[config.mk]
export PLATFORM = sky130hd
export DESIGN_NAME = stack_engine
export DESIGN_NICKNAME = d
export VERILOG_FILES = /design/src/rtl/stack_engine.sv
export SDC_FILE = /design/constraint.sdc
export NUM_CORES = 1
export LEC_CHECK = 0
export BUFFER_PORTS_ARGS = -buffer_cell sky130_fd_sc_hd__buf_2
export CAP_MARGIN = 20
export CELL_PAD_IN_SITES_DETAIL_PLACEMENT = 1
export CELL_PAD_IN_SITES_GLOBAL_PLACEMENT = 1
export CORE_ASPECT_RATIO = 0.5
export CORE_MARGIN = 4
export CORE_UTILIZATION = 46
export DETAILED_ROUTE_END_ITERATION = 12
export PLACE_DENSITY = 0.9
export SLEW_MARGIN = 20
export SYNTH_ARGS = -nofsm -noshare
export SYNTH_HDL_FRONTEND = slang
export SYNTH_SLANG_ARGS = --single-unit
[constraint.sdc]
create_clock -name clk -period 13.2 [get_ports clk]
set_input_delay 1.32 -clock clk [delete_from_list [all_inputs] [get_ports clk]]
set_output_delay 1.32 -clock clk [all_outputs]
set_load 0.01 [all_outputs]
[src/rtl/stack_engine.sv]
// stack_engine: sequential PUSH/POP and CALL/RET stack transfers against a
// 16-bit-word data memory. Owns the architectural SP (grows downward, points
// at the next free word). 32-bit values move as two 16-bit accesses.
module stack_engine #(
    parameter logic [31:0] SP_INIT  = 32'h000F_FFFF,
    parameter logic [31:0] SP_LIMIT = 32'h000F_F000
) (
    input  logic        clk,
    input  logic        rst,
    input  logic        req_valid,
    output logic        req_ready,
    input  logic        req_pop,
    input  logic        req_two,
    input  logic [31:0] req_wdata,
    output logic        mem_req,
    output logic        mem_we,
    output logic [31:0] mem_addr,
    output logic [15:0] mem_wdata,
    input  logic [15:0] mem_rdata,
    input  logic        mem_ack,
    output logic        rsp_valid,
    output logic        rsp_err,
    output logic [31:0] rsp_data,
    output logic [31:0] sp_out
);

    typedef enum logic [1:0] {IDLE = 2'd0, ACC1 = 2'd1, ACC2 = 2'd2, RESP = 2'd3} state_t;

    // Latched request; only the low push half is needed after ACC1 is issued.
    typedef struct packed {
        logic        pop;
        logic        two;
        logic [15:0] wlo;
    } req_t;

    state_t      state, state_nx;
    req_t        req_q;
    logic [31:0] sp;
    logic [31:0] step;
    logic [15:0] lo_q;
    logic        accept, ack, legal, push_ok, pop_ok;
    logic [32:0] n_ext;

    assign accept = req_valid && req_ready;
    assign ack    = mem_req && mem_ack;
    assign n_ext  = req_two ? 33'd2 : 33'd1;
    assign step   = req_q.two ? 32'd2 : 32'd1;
    assign sp_out = sp;

    // SP-(n-1) >= LIMIT rewritten as SP+1 >= LIMIT+n; 33 bits so nothing wraps
    assign push_ok = ({1'b0, sp} + 33'd1) >= ({1'b0, SP_LIMIT} + n_ext);
    assign pop_ok  = ({1'b0, sp} + n_ext) <= {1'b0, SP_INIT};
    assign legal   = req_pop ? pop_ok : push_ok;

    // State register
    always_ff @(posedge clk) begin
        if (!rst) state <= IDLE;
        else      state <= state_nx;
    end

    // Next-state logic
    always_comb begin
        state_nx = state;
        case (state)
            IDLE: if (accept) state_nx = legal ? ACC1 : RESP;
            ACC1: if (ack)    state_nx = req_q.two ? ACC2 : RESP;
            ACC2: if (ack)    state_nx = RESP;
            RESP:             state_nx = IDLE;
            default:          state_nx = IDLE;
        endcase
    end

    // State-decoded handshake outputs
    always_comb begin
        req_ready = (state == IDLE);
        rsp_valid = (state == RESP);
    end

    // Datapath: registered memory port, response payload and SP
    always_ff @(posedge clk) begin
        if (!rst) begin
            sp        <= SP_INIT;
            req_q     <= '0;
            lo_q      <= '0;
            mem_req   <= 1'b0;
            mem_we    <= 1'b0;
            mem_addr  <= '0;
            mem_wdata <= '0;
            rsp_err   <= 1'b0;
            rsp_data  <= '0;
        end else begin
            case (state)
                IDLE: if (accept) begin
                    req_q    <= '{pop: req_pop, two: req_two, wlo: req_wdata[15:0]};
                    rsp_err  <= !legal;
                    rsp_data <= '0;
                    if (legal) begin
                        // First access: push writes at SP (high half if two words),
                        // pop reads the top word at SP+1.
                        mem_req   <= 1'b1;
                        mem_we    <= !req_pop;
                        mem_addr  <= req_pop ? sp + 32'd1 : sp;
                        mem_wdata <= req_pop ? 16'h0 : (req_two ? req_wdata[31:16] : req_wdata[15:0]);
                    end
                end
                ACC1: if (ack) begin
                    if (req_q.two) begin
                        // Re-drive the second access with no gap in mem_req
                        lo_q      <= mem_rdata;
                        mem_addr  <= req_q.pop ? mem_addr + 32'd1 : mem_addr - 32'd1;
                        mem_wdata <= req_q.pop ? 16'h0 : req_q.wlo;
                    end else begin
                        mem_req  <= 1'b0;
                        mem_we   <= 1'b0;
                        rsp_data <= req_q.pop ? {16'h0, mem_rdata} : 32'h0;
                    end
                end
                ACC2: if (ack) begin
                    mem_req  <= 1'b0;
                    mem_we   <= 1'b0;
                    rsp_data <= req_q.pop ? {mem_rdata, lo_q} : 32'h0;
                end
                RESP: begin
                    if (!rsp_err) sp <= req_q.pop ? sp + step : sp - step;
                    rsp_err  <= 1'b0;
                    rsp_data <= '0;
                end
                default: ;
            endcase
        end
    end

endmodule

## Yosys cells after proc, flatten, opt, wreduce, memory -nomap -nowiden

Cells that the tools add are included.

- Bits of input ports: 54
- Output and inout port bits: 117
- Logic and storage cells: 91
- Flip-flop bits (word level): 151

- Bitwise logic cells: 1
- Eq/ne operators: 9
- Muxes and demuxes: 43
- Reductions and logical operators: 16
- Magnitude comparators: 2
- Add/sub/neg operators: 8

Operators by type and width:

| kind | number |
|---|---|
| $mux W32 | 12 |
| $mux W16 | 8 |
| $pmux W32 S4 | 1 |
| $add A32 B1 Y32 const B | 2 |
| $pmux W32 S2 | 1 |
| $add A32 B1 Y33 const B | 1 |
| $add A32 B2 Y33 | 1 |
| $ge A33 B21 Y1 | 1 |
| $le A33 B20 Y1 const B | 1 |
| $add A32 B2 Y32 | 1 |
| $pmux W16 S2 | 1 |
| $sub A32 B1 Y32 const B | 1 |
| $sub A32 B2 Y32 | 1 |
| $add A20 B2 Y21 const A | 1 |
| $mux W2 | 6 |
| $mux W1 | 10 |
| $ne A2 B2 Y1 const B | 4 |
| $pmux W2 S4 | 1 |
| $pmux W1 S3 | 2 |
| $reduce_and A2 Y1 | 3 |
| $reduce_and A3 Y1 | 2 |
| $reduce_and A6 Y1 | 1 |
| $reduce_and A5 Y1 | 1 |
| $eq A2 B2 Y1 const B | 2 |
| other kinds (10) | 14 |

## Longest topological paths before layout

Gate-level depths: netlist of run 1.

- Depth after elaboration: 7
- Depth in mapped cells: 16

## Worst setup path after synthesis of run 1

OpenSTA, ideal clock, no wires.

- Path type: input port to flip-flop
- Start: in req_two
- End: reg mem_wdata[10]
- Slack: 8.677 ns
- Data required time: 13.084 ns
- Library setup time: 0.116 ns
- Arrival: 4.407 ns
- Stages on the path: 16
- Path through: clkbuf_1 buf_1 inv_1 ha_1 fa_1 nand4_1 nor4_2 a211oi_1 a31oi_1 a2111oi_0 a41o_1 a21o_1 buf_2 buf_2 nand3_1 o211a_1

- Word-level cells in the longest chain between the ends: 6
- Elaborated cells between the ends (all ways): 13
- Classes of those cells: add/sub (2); order compare (2); eq/ne (1); mux (7); reduce/logical (1)

RTL lines:

| what | line | source |
|---|---|---|
| start: declaration | 13 | `input logic req_two,` |
| $mux W2 | 46 | `assign n_ext = req_two ? 33'd2 : 33'd1;` |
| $add A32 B2 Y33 / $add A20 B2 Y21 (equally long branches) | 52, 51 |  |
| $le A33 B20 Y1 / $ge A33 B21 Y1 (equally long branches) | 52, 51 |  |
| $mux W1 | 53 | `assign legal = req_pop ? pop_ok : push_ok;` |
| $ne A2 B1 Y1 (no source line) | - |  |
| $reduce_and A5 Y1 (no source line) | - |  |
| end signal: assignment | 103 | `mem_wdata <= req_pop ? 16'h0 : (req_two ? req_wdata[31:16] : req_wdata[15:0]);` |
| end signal: assignment | 111 | `mem_wdata <= req_q.pop ? 16'h0 : req_q.wlo;` |
| end: declaration | 18 | `output logic [15:0] mem_wdata,` |

Several ways; a longest one is shown, not always the timed one. The select of a mux whose other input is x is not followed.
A chain may end at the register's enable or synchronous reset.

## Worst setup path after layout of run 1

- Start: in req_two
- End: reg mem_addr[15]

- Word-level cells in the longest chain between the ends: 6
- Elaborated cells between the ends (all ways): 8
- Classes of those cells: add/sub (2); order compare (2); eq/ne (1); mux (2); reduce/logical (1)

RTL lines:

| what | line | source |
|---|---|---|
| $mux W2 (*) | 46 |  |
| $add A32 B2 Y33 / $add A20 B2 Y21 (equally long branches) | 52, 51 |  |
| $le A33 B20 Y1 / $ge A33 B21 Y1 (equally long branches) | 52, 51 |  |
| $mux W1 (*) | 53 |  |
| $ne A2 B1 Y1 (no source line) (*) | - |  |
| $reduce_and A5 Y1 (no source line) (*) | - |  |
| end signal: assignment | 102 | `mem_addr <= req_pop ? sp + 32'd1 : sp;` |
| end signal: assignment | 110 | `mem_addr <= req_q.pop ? mem_addr + 32'd1 : mem_addr - 32'd1;` |
| end: declaration | 17 | `output logic [31:0] mem_addr,` |

Every way passes the cells marked *; elsewhere a longest branch is shown, timed or not.

==> results of run 1 <==
==> cell type report <==
class,instances,area [um2]
Clock buffer,17,425
Clock inverter,15,200
Fill cell,2934,10600
Inverter,31,118
Multi-Input combinational cell,1161,7560
Sequential cell,151,3020
Tap cell,307,384
Timing Repair Buffer,179,946
==> cell usage in the layout, fill, tap and decap left out, types with 8 or more instances in the layout <==
master / netlist / routed
xnor2_1: 44 / 44
and3_1: 9 / 8
mux2i_1: 17 / 17
nor4_1: 11 / 11
nor2_1: 84 / 81
dfxtp_1: 151 / 151
nand3_1: 84 / 84
nand2_1: 200 / 199
a21o_1: 24 / 23
nand4_1: 30 / 30
a31oi_1: 13 / 13
mux2_2: 18 / 18
xor2_1: 38 / 38
a22oi_1: 17 / 17
clkbuf_16: 0 / 17
a21oi_1: 137 / 136
a211oi_1: 16 / 16
o21ai_0: 66 / 66
and2_1: 9 / 9
inv_1: 31 / 29
a221oi_1: 23 / 23
o211ai_1: 29 / 29
nand2b_1: 13 / 13
nor3_1: 47 / 47
nor2b_1: 8 / 8
ha_1: 69 / 68
o211a_1: 18 / 18
o21bai_1: 9 / 9
buf_2: 13 / 170
==> logic make-up (layout without fill, tap and decap cells) <==
| group | count (synthesis) | count (layout) |
|---|---|---|
| AND/OR/NAND/NOR | 539 | 539 |
| AO/OA/AOI/OAI | 433 | 433 |
| flip-flops | 151 | 151 |
| buffers and inverters | 134 | 242 |
| XOR/XNOR | 82 | 82 |
| adder cells (fa/ha/maj) | 72 | 72 |
| multiplexers | 35 | 35 |
==> worst max-delay path by stage <==
stage | from | to | slack [ps]
final | req_two | mem_addr[15] | 8440
after global routing | req_two | mem_addr[18] | 8180
after CTS | req_two | mem_req | 8290
after detailed placement | req_two | mem_addr[15] | 7850
after global placement | req_two | mem_addr[26] | 8070
after floorplan | req_two | mem_wdata[10] | 8680
==> power groups by stage <==
stage	logic (mW)	clock network (mW)	registers, mW
after floorplan	1.49	0	0.687
after global placement	1.93	0	0.684
after detailed placement	2.03	0	0.690
after CTS	2.07	0.532	0.681
after global routing	2.30	0.554	0.697
final	2.12	0.528	0.686
==> worst max-delay path, delay by kind of cell <==
family          cells  cell delay (ps)
compound gates      5             1330
fa+ha+maj           2              630
buf+inv             3              850
mux                 1              210
simple gates        3              790
==> registers in the layout (all words and copies together) (netlist names) <==
| signal | count |
|---|---|
| mem_addr | 32 |
| rsp_err | 1 |
| req_q | 18 |
| rsp_data | 32 |
| mem_we | 1 |
| mem_wdata | 16 |
| lo_q | 16 |
| state | 2 |
| mem_req | 1 |
| sp_out | 32 |
==> stage by stage <==
stage	instance area (um2)	hold WS [ps]	instances	util, %	power [mW]
2_1_floorplan	11100	436	1446	-	2.18
3_3_place_gp	12000	435	1827	51.4	2.62
3_5_place_dp	12000	447	1828	51.5	2.72
4_1_cts	12600	462	1860	54.2	3.28
5_1_grt	12700	472	1861	54.4	3.55
6_report	12700	460	1861	54.4	3.33
==> layer usage <==
metal  wire, um  share of wire (%)
met5          0                  0
met4        799                2.0
met3       2710                6.7
met2      19600                 48
met1      17400                 43
==> flow_summary.yaml, run 1 <==
run_status:
  status: "finished clean"
detailed_routing:
  drc: 0
  first_iter_violations: 957
  vias_per_cell: 6.49
  drtAntennaViolNets: 0
  drt-total-wl_um: 40500
  wire_per_inst_um: 21.8
  drt_pre_antenna_iters: 7
  vias: 12100
pwr:
  peakVddDrop_mv: 0.109
  p_sw_mw: 1.70
  seqPwrFrac_pct: 20.6
  pwr-share-clk_pct: 15.8
  powerDensity_nw_per_um2: 263
  switching_share_pct: 51.1
  p_int_mw: 1.63
  p_leak_nw: 5.37
  p_comb_share_pct: 63.6
sta:
  worstMarginPinSlew_ps: 1160
  relSlewSlack_pct: 21.9
  finalCritPeriodShare_pct: 36.1
  final_hold_viol_count: 0
  fmax_mhz: 210
  fin_crit_ps: 4760
  finalSetupViolations: 0
  skew_ps: 16.1
  slew_violations: 0
  rsz0062_at_grt: "false"
  setup_tns_ps: 0
  setup_ws_ps: 8440
final_layout:
  syn_to_final_growth_pct: 13.7
  antennaDiodeCount: 0
  drive_above_1_share_pct: 17.2
  layout.nets: 1667
logic_synthesis:
  synth_compound_area_share_pct: 26.2
  yosys_warnings: 0
  ys_async_sr_fraction_pct: 0
  synth_cell_types: 75
  ys_seq_elements: 151
  synth_fa_ha_area_share_pct: 8.30
  synth_top_area_cell: "dfxtp_1"
  syn_area_um2: 11100
  synth_xor_area_share_pct: 6.45
  ys.flop_type: "dfxtp_1"
  syn_nets: 1572
  synthTopCellsByArea: "dfxtp_1 27%, ha_1 7.8%, nand2_1 6.7%"
  synth_top_family_by_area: "compound AO/OA/AOI/OAI gates"
  synth.most_common_cell: "nand2_1"
  synthMuxAreaShare_pct: 3.35
  ys_top_cells_by_count: "200 x nand2_1, 151 x dfxtp_1, 137 x a21oi_1"
  postSynthAreaPerCell_um2: 7.69
  synth-simple-area-share_pct: 23.5
  synth_edf_count: 0
  synthesis.instances: 1446
  yosysSeqAreaShare_pct: 27.2
  synth_top_area_share_pct: 27.2
worst_hold_path:
  min_path_type: "flop to flop"
  holdPathStages: 2
  min_from: "rsp_data[26]"
  worstHoldEndpoint: "rsp_data[26]"
critical_path:
  max_stage_delay_ps: 590
  path_class: "input pin to flop"
  worstPathArrival_ps: 5150
  r2r-end: "sp_out[30]"
  r2r-start: "req_q[17]"
  crit_slowest_cell: "nor2_4"
  r2r_slack_ps: 8560
  worstPathRequired_ps: 13580
  reg2reg_depth: 12
  cp-start-kind: "input pin"
  crit_path_max_fanout: 21
  endpoint_kind: "flop"
  path_cells: "buf_2 -> inv_1 -> ha_1 -> fa_1 -> nand4_1 -> nor4_2 -> a211oi_1 -> a31oi_1 -> a2111oi_0 -> a41o_1 -> a21oi_4 -> nor2_4 -> buf_16 -> mux2i_1"
global_routing:
  grt_pass1_wl_um: 65600
  top_usage_layer: "met2"
  grt.met1_usage_pct: 37.4
  grtUsageTotal_pct: 29.4
  grt_overflow: 0
  use_met3_pct: 5.88
  grt_max_degree: 93
  grtUsageMet2_pct: 50.5
  antenna_found_initial: 0
  grt_pass1_vias: 12200
floorplan:
  dieHeight_um: 118
  die-width_um: 228
  rows: 39
  core-area_um2: 23300
  boundaryPins: 171
  start_util_pct: 47.8
  dieArea_um2: 26900
cts:
  cts_setup_buffers: 0
  clk_latency_ps: 460
  cts_root_buf: "clkbuf_16"
  cts_sinks: 151
  cts_tree: "yes"
  cts-resized-gates: 0
  numCtsBuffers: 17
  ctsHoldBuffers: 0
  cts.htree.levels: 4
  clock_path_buffers: 2
  clk_pin_slew_ps: 70
placed_design:
  pre_cts_ws_ps: 7850
  finalWeightedCongestion: 0.945
  io_buffers: 170
  place.detailed.hpwl_um: 28600
flow_run:
  drv_cap: 0
Note: power is estimated with default switching activity, not from simulation.
==> inputs of run 2 (changes only) <==
--- a/config.mk
+++ b/config.mk
@@ -11,9 +11,9 @@
 export CELL_PAD_IN_SITES_GLOBAL_PLACEMENT = 1
 export CORE_ASPECT_RATIO = 0.5
 export CORE_MARGIN = 4
-export CORE_UTILIZATION = 46
+export CORE_UTILIZATION = 39
 export DETAILED_ROUTE_END_ITERATION = 12
-export PLACE_DENSITY = 0.9
+export PLACE_DENSITY = 0.81
 export SLEW_MARGIN = 20
 export SYNTH_ARGS = -nofsm -noshare
 export SYNTH_HDL_FRONTEND = slang
==> constraint.sdc (replaced) <==
create_clock -name clk -period 4.11 [get_ports clk]
set_input_delay 0.411 -clock clk [delete_from_list [all_inputs] [get_ports clk]]
set_output_delay 0.411 -clock clk [all_outputs]
set_load 0.01 [all_outputs]
==> run 2 against run 1 <==
- sequential share of layout area fell by 0.93 points
- global-route usage fell by 2.7 points
- non-clock buffer count rose by 52
- clock-buffer cell count did not move
- sequential cell count did not move
- clock power rose to 3.0 times the previous value
- critical path type is now flop to flop
- largest power group unchanged
==> flow_summary.yaml, run 2 (synthesis results as in run 1) <==
critical_path:
  worst-path-buf-inv: 1
  endpoint_kind: "flop"
  crit_slowest_cell: "o41ai_2"
  cp-start-kind: "flop"
  crit_path_max_fanout: 6
  path_cells: "buf_4 -> ha_1 -> fa_1 -> a211oi_1 -> o21ai_1 -> a21oi_1 -> o31a_1 -> o41a_1 -> o41ai_2 -> a221oi_1 -> or4_1 -> o311ai_0"
  cp_top_family: "compound AO/OA/AOI/OAI gates"
  worstPathRequired_ps: 4440
  r2r-start: "sp_out[0]"
  max_stage_delay_ps: 510
  startpoint: "sp_out[0]"
  worstPathArrival_ps: 4180
  path_class: "flop to flop"
final_layout:
  nFillCells: 3490
  layout_common_cells: "200 x nand2_1, 170 x buf_2, 151 x dfxtp_1, 136 x a21oi_1, 84 x nand3_1"
  multiInputGateArea_um2: 7610
  drive_above_1_share_pct: 20.0
  syn_to_final_growth_pct: 18.4
  regArea_um2: 3020
  final_common_cell: "nand2_1"
  layout.nets: 1719
sta:
  fin_crit_ps: 3850
  final_hold_viol_count: 0
  fmax_mhz: 260
  skew_ps: 18.8
  setup_ws_ps: 261
  slew_violations: 0
  relSlewSlack_pct: 34.3
  hold_ws_ps: 204
  finalSetupViolations: 0
  setup_tns_ps: 0
  worstMarginPinSlew_ps: 985
  rsz0062_at_grt: "false"
  finalCritPeriodShare_pct: 93.7
cts:
  cts.htree.levels: 4
  clk_pin_slew_ps: 70
  cts_tree: "yes"
  ctsHoldBuffers: 0
  clk_latency_ps: 470
  clock_path_buffers: 2
  cts_root_buf: "clkbuf_16"
  cts_sinks: 151
  numCtsBuffers: 17
global_routing:
  grt_overflow: 0
  grt_pass1_vias: 12100
  grtUsageTotal_pct: 26.6
  antenna_found_initial: 2
  grt_pass1_wl_um: 67800
  grt_max_degree: 77
pwr:
  powerDensity_nw_per_um2: 829
  power.total_mw: 10.9
  peakVddDrop_mv: 0.419
  p_leak_nw: 5.61
detailed_routing:
  first_iter_violations: 749
  drc: 0
  vias: 12000
  wire_per_inst_um: 21.4
  vias_per_cell: 6.03
  drt-total-wl_um: 42500
  drtAntennaViolNets: 0
  drt_pre_antenna_iters: 7
flow_run:
  drv_cap: 0
floorplan:
  core-area_um2: 27900
  rows: 43
  die-width_um: 247
  boundaryPins: 171
  dieHeight_um: 127
  dieArea_um2: 31500
  start_util_pct: 39.9
worst_hold_path:
  min_from: "req_wdata[0]"
  min_path_type: "input pin to flop"
run_status:
  status: "finished clean"
placed_design:
  finalWeightedCongestion: 0.910
  io_buffers: 170
  place.detailed.hpwl_um: 31300
  pre_cts_ws_ps: -5.30
[run 2: cell types whose count changed in the layout (fill, tap and decap cells not counted), sizes merged]
cell	change
buf	+52
bufinv	-1
clkinv	+2
clkinvlp	+1
diode	+1
inv	-2
[run 2: through the flow]
stage | instances | utilization [%] | area (um2)
CTS | 1984 | 47.0 | 13100
finish | 1989 | 47.3 | 13200
global placement | 1952 | 44.9 | 12500
global route | 1988 | 47.2 | 13200
floorplan | 1446 | - | 11200
detailed placement | 1952 | 44.9 | 12500
[run 2: timing repair]
action,4_1_cts,5_1_grt
buffers inserted,0,3
setup endpoints to repair,0,3
gates resized for setup,0,0
[run 2: per-layer routing]
layer  up-vias  track usage (%)  share of wire, %
met3        53             5.43               4.9
met4         4             5.20               1.3
met2       277             45.6                48
met1      6022             35.1                45
met5         -                0             0.078
li1       5644                -                 -
[run 2: area by class of cell]
type	instances	area share, %
Tap cell	382	3.63
Clock buffer	17	3.23
Timing Repair Buffer	231	10.3
Inverter	31	0.922
Clock inverter	15	1.18
Sequential cell	151	23.0
Antenna cell	1	0.0190
Multi-Input combinational cell	1161	57.8
[run 2: report_power, final]
| part | leakage, nW | switching (mW) | internal (mW) |
|---|---|---|---|
| sequential | 1.23 | 0.350 | 1.82 |
| combinational | 4.10 | 4.46 | 2.71 |
| clock | 0.286 | 0.768 | 0.807 |
| total | 5.61 | 5.57 | 5.34 |
[run 2: worst paths after layout]
| path | end | slack, ps | depth (start not counted) |
|---|---|---|---|
| worst max-delay path | sp_out[30] | 260 | 12 |
| worst min-delay path | req_q[0] | 200 | 3 |
| worst max register to register | sp_out[30] | 260 | 12 |
| worst min register to register | rsp_data[22] | 450 | 2 |
[run 2: tightest hold or removal path, cell delays in order]
cell	delay (ps)
buf_2	110
nand2_1	50
a21oi_1	50
==> inputs of run 3 (changes only) <==
--- a/config.mk
+++ b/config.mk
@@ -10,7 +10,6 @@
 export CELL_PAD_IN_SITES_DETAIL_PLACEMENT = 1
 export CELL_PAD_IN_SITES_GLOBAL_PLACEMENT = 1
 export CORE_ASPECT_RATIO = 0.5
-export CORE_MARGIN = 4
 export CORE_UTILIZATION = 39
 export DETAILED_ROUTE_END_ITERATION = 12
 export PLACE_DENSITY = 0.81
==> run 3 against run 2 <==
- non-clock buffer count grew 8
- design area increased by 0.77%
- power rose by 0.58%
- clock-buffer cell count unchanged
- register-to-register slack improved by 40 ps
- clock skew is 2.7 ps lower
- sequential power barely moved
- maximum frequency up 1.0%
- critical path depth is 1 lower
- cell count increased by 0.35%
- largest cell class unchanged
- highest routed layer is now met4
==> flow_summary.yaml, run 3 (synthesis results as in run 1) <==
sta:
  slew_violations: 0
  fin_crit_ps: 3810
  finalCritPeriodShare_pct: 92.7
  relSlewSlack_pct: 43.3
  finalSetupViolations: 0
  fmax_mhz: 262
  skew_ps: 16.1
  rsz0062_at_grt: "false"
  worstMarginPinSlew_ps: 850
  setup_ws_ps: 299
  setup_tns_ps: 0
  final_hold_viol_count: 0
detailed_routing:
  drt_pre_antenna_iters: 5
  vias_per_cell: 6.03
  first_iter_violations: 869
  drtAntennaViolNets: 0
  drt-total-wl_um: 41700
  wire_per_inst_um: 20.9
  drc: 0
  vias: 12000
cts:
  cts_sinks: 151
  numCtsBuffers: 17
  ctsHoldBuffers: 0
  cts_tree: "yes"
  clk_pin_slew_ps: 80
  clock_path_buffers: 2
  cts_root_buf: "clkbuf_16"
  clk_latency_ps: 470
  cts.htree.levels: 4
critical_path:
  cp-start-kind: "flop"
  worstPathArrival_ps: 4130
  crit_slowest_cell: "nor4_4"
  endpoint_kind: "flop"
  crit_path_max_fanout: 23
  path_cells: "nand4_1 -> buf_4 -> nor4_4 -> o221ai_1 -> or3b_1 -> a2111oi_4 -> nand4_2 -> a21o_1 -> buf_12 -> a21oi_1 -> a211oi_2"
  path_class: "flop to flop"
  max_stage_delay_ps: 480
  worstPathRequired_ps: 4430
global_routing:
  grt_pass1_wl_um: 66200
  grt_pass1_vias: 12200
  grt_max_degree: 59
  antenna_found_initial: 0
  grtUsageTotal_pct: 28.7
  grt_overflow: 0
floorplan:
  dieHeight_um: 121
  core-area_um2: 27900
  die-width_um: 241
  dieArea_um2: 29300
  rows: 43
  boundaryPins: 171
  start_util_pct: 39.9
pwr:
  p_leak_nw: 5.67
  powerDensity_nw_per_um2: 827
  peakVddDrop_mv: 0.373
  power.total_mw: 11.0
flow_run:
  drv_cap: 0
worst_hold_path:
  min_path_type: "input pin to flop"
final_layout:
  layout.nets: 1727
  final_common_cell: "nand2_1"
  antennaDiodeCount: 0
  layout_common_cells: "199 x nand2_1, 170 x buf_2, 151 x dfxtp_1, 136 x a21oi_1, 84 x nand3_1"
  fin_area_um2: 13300
  syn_to_final_growth_pct: 19.3
  drive_above_1_share_pct: 20.6
placed_design:
  finalWeightedCongestion: 0.933
  io_buffers: 170
  pre_cts_ws_ps: 23.6
  place.detailed.hpwl_um: 30700
  place_area_um2: 12600
run_status:
  status: "finished clean"
-- run 3: changes by cell type in the layout (fill, tap and decap cells not counted), sizes merged --
cell | previous run | this run
diode | 1 | 0
buf | 231 | 239
clkinv | 8 | 6
inv | 37 | 38
bufinv | 0 | 1
-- run 3: worst max-delay path, delay by kind of cell (launching register included) --
family	cells	cell delay (ps)
buf+inv	2	580
compound gates	5	1200
flops	1	350
simple gates	4	1530
-- run 3: layout make-up --
type	instances	area [um2]
Clock buffer	17	425
Inverter	31	121
Clock inverter	15	195
Multi-Input combinational cell	1161	7620
Sequential cell	151	3020
Timing Repair Buffer	239	1410
Fill cell	3502	14600
Tap cell	382	478
-- run 3: where the power goes --
part	total, mW	switching, mW	leakage [nW]	internal (mW)
Combinational	7.14	4.40	4.13	2.74
Sequential	2.15	0.332	1.23	1.82
Clock	1.69	0.807	0.304	0.882
Total	11.0	5.53	5.67	5.44
-- run 3: path summary, 6_finish.rpt --
path            startpoint            to  slack, ps  depth (start not counted)
max              sp_out[5]   mem_addr[4]        300                         11
min          req_wdata[15]     req_q[15]        200                          3
max reg2reg      sp_out[5]   mem_addr[4]        300                         11
min reg2reg   rsp_data[22]  rsp_data[22]        450                          2
-- run 3: metal layers --
layer	GRT usage (%)	vias up	routed length [um]
met2	48.4	313	20000
met5	0	-	0
met1	37.8	6026	19000
li1	-	5633	-
met3	4.48	61	1860
met4	8.39	0	764
-- run 3: timing repair --
item / in CTS / in global routing
endpoints found under the hold margin: 0 / 0
setup endpoints to repair: 0 / 5
setup buffers: 0 / 5
resized for setup: 0 / 1
-- run 3: metrics by stage --
stage | utilization (%) | std cells | hold WS (ps)
2_1_floorplan | - | 1446 | 436
3_3_place_gp | 45.1 | 1958 | 438
3_5_place_dp | 45.1 | 1958 | 446
4_1_cts | 47.3 | 1990 | 193
5_1_grt | 47.6 | 1996 | 213
6_report | 47.6 | 1996 | 204
